--- src/rtl/alu_simple.sv ---
// 32-bit registered ALU with barrel shifter for the execute stage.
// Rotate ops are built only when ALU_ROTATE_EN is defined.
module alu_simple #(
  parameter int WIDTH = 32
) (
  input  logic             clk,
  input  logic             rst_n,
  input  logic [WIDTH-1:0] In1,
  input  logic [WIDTH-1:0] In2,
  input  logic [3:0]       opcode,
  input  logic [4:0]       SR_Bit,
  input  logic [2:0]       SR_Cont,
  output logic [WIDTH-1:0] Out
);

  localparam logic [3:0] OP_ADD = 4'b0000;
  localparam logic [3:0] OP_SUB = 4'b0001;
  localparam logic [3:0] OP_MUL = 4'b0010;
  localparam logic [3:0] OP_OR  = 4'b0011;
  localparam logic [3:0] OP_AND = 4'b0100;
  localparam logic [3:0] OP_XOR = 4'b0101;

  localparam logic [2:0] SH_NONE = 3'b000;
  localparam logic [2:0] SH_SRL  = 3'b001;
  localparam logic [2:0] SH_SLL  = 3'b010;
  localparam logic [2:0] SH_ROR  = 3'b011;
  localparam logic [2:0] SH_ROL  = 3'b100;
  localparam logic [2:0] SH_SRA  = 3'b101;

  logic [WIDTH-1:0]   alu_res;
  logic [WIDTH-1:0]   sh_res;
  logic [WIDTH-1:0]   out_d;
  logic [WIDTH-1:0]   out_q;
  logic [2*WIDTH-1:0] prod;

  assign prod = In1 * In2;

  always_comb begin
    alu_res = '0;
    unique case (1'b1)
      (opcode == OP_ADD): alu_res = In1 + In2;
      (opcode == OP_SUB): alu_res = In1 - In2;
      (opcode == OP_MUL): alu_res = prod[WIDTH-1:0];
      (opcode == OP_OR):  alu_res = In1 | In2;
      (opcode == OP_AND): alu_res = In1 & In2;
      (opcode == OP_XOR): alu_res = In1 ^ In2;
      default:            alu_res = '0;
    endcase
  end

`ifdef ALU_ROTATE_EN
  logic [2*WIDTH-1:0] dbl;
  logic [2*WIDTH-1:0] dbl_r;
  logic [2*WIDTH-1:0] dbl_l;
  logic [WIDTH-1:0]   ror_res;
  logic [WIDTH-1:0]   rol_res;

  // Doubling the word turns a rotate into a plain shift of the pair.
  assign dbl     = {In2, In2};
  assign dbl_r   = dbl >> SR_Bit;
  assign dbl_l   = dbl << SR_Bit;
  assign ror_res = dbl_r[WIDTH-1:0];
  assign rol_res = dbl_l[2*WIDTH-1:WIDTH];
`else
  logic [WIDTH-1:0] ror_res;
  logic [WIDTH-1:0] rol_res;

  assign ror_res = '0;
  assign rol_res = '0;
`endif

  always_comb begin
    sh_res = '0;
    unique case (1'b1)
      (SR_Cont == SH_SRL): sh_res = In2 >> SR_Bit;
      (SR_Cont == SH_SLL): sh_res = In2 << SR_Bit;
      (SR_Cont == SH_ROR): sh_res = ror_res;
      (SR_Cont == SH_ROL): sh_res = rol_res;
      (SR_Cont == SH_SRA): sh_res = $unsigned($signed(In2) >>> SR_Bit);
      default:             sh_res = '0;
    endcase
  end

  // Any nonzero shift control overrides the opcode.
  assign out_d = (SR_Cont == SH_NONE) ? alu_res : sh_res;

  always_ff @(posedge clk or negedge rst_n) begin
    if (!rst_n) begin
      out_q <= '0;
    end else begin
      out_q <= out_d;
    end
  end

  assign Out = out_q;

endmodule

--- config.mk ---
export PLATFORM = sky130hd
export DESIGN_NAME = alu_simple
export DESIGN_NICKNAME = d
export VERILOG_FILES = /design/src/rtl/alu_simple.sv
export SDC_FILE = /design/constraint.sdc
export NUM_CORES = 2
export LEC_CHECK = 0
export ABC_AREA = 1
export ABC_CLOCK_PERIOD_IN_PS = 800
export BUFFER_PORTS_ARGS = -buffer_cell sky130_fd_sc_hd__buf_2
export CAP_MARGIN = 10
export CORE_UTILIZATION = 45
export DETAILED_ROUTE_END_ITERATION = 8
export GPL_ROUTABILITY_DRIVEN = 0
export SLEW_MARGIN = 25
export SYNTH_ARGS = -nofsm -noshare
export SYNTH_HDL_FRONTEND = slang
export SYNTH_SLANG_ARGS = --single-unit
--- constraint.sdc ---
create_clock -name clk -period 0.8 [get_ports clk]
set_input_delay 0.12 -clock clk [delete_from_list [all_inputs] [get_ports clk]]
set_output_delay 0.12 -clock clk [all_outputs]
set_load 0.1 [all_outputs]
==> flow_summary.yaml <==
run_status:
  status: "finished with violations"
  violations: "negative setup slack"
detailed_routing:
  drc: 0
  dr.pass1.iters: 6
  ant_nets: 0
  routed_wl_mm: 98.4
  drt_iter0_markers: 2524
  routed_via_density: 5.21
  wire_per_inst_um: 19.0
  dr_total_vias: 27000
worst_setup_path:
  required_ps: 990
  path_class: "primary input to register"
  cp.arrival_ps: 6440
  critical_path_depth: 26
  slowest_stage: "fa_2"
  cpMostUsedCell: "fa_1"
  cpPeakStageDelay_ps: 610
  critical-path-top-delay-family: "adder cells"
  startpoint_type: "primary input"
  path_buf_inv: 7
  worstPathMaxFanout: 17
  critPathCaptureType: "register"
final_layout:
  final_core_util: 0.639
  final_cells: 5186
  layout_commonest_cell: "nand2_1"
  final_cell_mix: "981 x nand2_1, 875 x inv_1, 651 x buf_4, 377 x fa_1, 169 x ha_1"
  final_area_mm2: 0.0354
  nets: 5142
  final_layout_size_suffix_gt1_frac: 0.286
  largest_reg_flops: 32
  syn_to_final_growth_pct: 39.8
hold_path:
  holdPathStages: 3
  worstHoldStart: "SR_Bit[4]"
  hold_class: "primary input to register"
  hold_end: "Out[26]"
grt:
  overflow: 0
  antenna_found_initial: 1
  grt_usage: 0.348
  grt_first_pass_wirelength_mm: 151
  grt_pass1_vias: 26500
  grt_max_degree: 48
timing:
  finalWorstSetupSlack_ps: -5450
  slew_headroom: 0.239
  hold_viol_final: 0
  rsz0062_at_grt: "yes"
  min_period_over_period: 7.81
  max_freq_mhz: 160
  worstMarginPinSlew_ps: 1140
  maxSlewViolCount: 0
  final-setup-viol-count: 64
  post-route-min-period_ps: 6250
logic_synthesis:
  ys_types: 66
  synth_top_area_frac: 0.324
  ys_seq_area_frac: 0.0317
  synth_warnings: 0
  synth_ff_type: "dfrtp_1"
  avgSynthCellArea_um2: 6.72
  syn_nets: 4469
  synth_seq_cells: 32
  synthCells: 3763
  synth-async-reset-ratio: 1.00
  yosysTopAreaCell: "fa_1"
  syn_area_mm2: 0.0253
  synth.area.top_cells: "fa_1 32%, nand2_1 15%, inv_1 14%"
  synth_edf_count: 0
floorplan:
  coreArea_mm2: 0.0553
  std_cell_rows: 86
  dieArea_mm2: 0.0571
  num_io_pins: 110
  initial_core_util: 0.457
  die_w_um: 239
  dieHeight_um: 239
place:
  dpl.hpwl_mm: 83.0
  place_ws_ps: -6090
  dpl_cell_area_mm2: 0.0330
  placed_cells: 5142
  portBuffers: 109
clocking:
  cts_inserted_buffers: 5
  clock_sinks: 32
  cts-htree-levels: 2
  cts_tree: "done"
  clockRootBuffer: "clkbuf_16"
  clk_pin_slew_ps: 60
  clockBufferDepth: 2
flow_run:
  maxCapViolCount: 0
power:
  cellLeakagePower_nw: 20.0
  power_mw: 181
  vdd_drop_max_v: 0.00855
  p_per_area_mw_per_mm2: 5120
==> cell type report <==
| cell class | count | area, µm² |
|---|---|---|
| multi-input cells | 2612 | 22200 |
| inverters | 933 | 3520 |
| well taps | 748 | 936 |
| clock buffers | 7 | 153 |
| fillers | 4898 | 19900 |
| flip-flops and latches | 32 | 840 |
| repair buffers | 852 | 7670 |
| diodes | 1 | 2.50 |
| clock inverters | 1 | 30.0 |
==> metal layers <==
metal  track usage  routed length [µm]  vias to the layer above
met5             0                   0                        -
met4         0.121                4590                        0
met3        0.0447                8340                      239
met2         0.563               44300                     1219
met1         0.477               41100                    12900
li1              -                   -                    12700
==> Yosys cell counts (all sizes together), types with 2 or more instances <==
library cell,count
a21o,14
nand3,122
nor3,26
nand3b,8
a211oi,7
nor4,3
dfrtp,32
a31oi,16
o311ai,2
o2111ai,7
nand4,18
buf,78
a22oi,2
xnor2,12
mux2i,8
o21bai,9
fa,409
inv,929
ha,219
a221oi,31
o221ai,5
nand2,1039
nor2,155
a32oi,2
o21a,6
o211ai,23
o32ai,2
a2111oi,3
a22o,2
a21boi,5
clkinv,4
a21oi,154
or2,26
clkbuf,108
xor2,43
o22ai,5
o21ai,218
==> how the worst max path moves through the flow <==
stage | from | end | slack, ps
2_1_floorplan | In2[7] | Out[24] | -5160
3_3_place_gp | In2[9] | Out[31] | -6050
3_5_place_dp | In2[9] | Out[31] | -6090
4_1_cts | In1[15] | Out[29] | -5400
5_1_grt | In1[10] | Out[31] | -5660
6_report | In2[5] | Out[29] | -5450
==> cell families after synthesis <==
logic type,count (synthesis),synth area share
xor+xnor,55,0.0190
flops,32,0.0317
compound gates,520,0.120
simple gates,1401,0.225
fa+ha+maj,628,0.432
buf+inv,1119,0.169
mux,8,0.00317
==> report_power, final <==
part           switching [mW]  internal, mW  total (mW)
registers               0.203          1.84        2.04
clock network           0.845          1.64        2.49
logic                    92.5          84.2         177
total                    93.5          87.7         181
==> stage by stage <==
stage,hold WS [ps],setup TNS (ps)
after floorplan,-176,-130130
after global placement,101,-157670
after detailed placement,99.8,-158890
after CTS,224,-145920
after global routing,248,-152880
final,240,-147960
==> what timing repair did <==
item,4_1_cts,5_1_grt
hold buffers,1,0
pin swaps,123,157
setup buffers,19,23
endpoints found under the setup margin,64,64
resized for setup,284,183
endpoints found under the hold margin,32,0
gates cloned,0,1
Note: power is estimated with default switching activity, not from simulation.
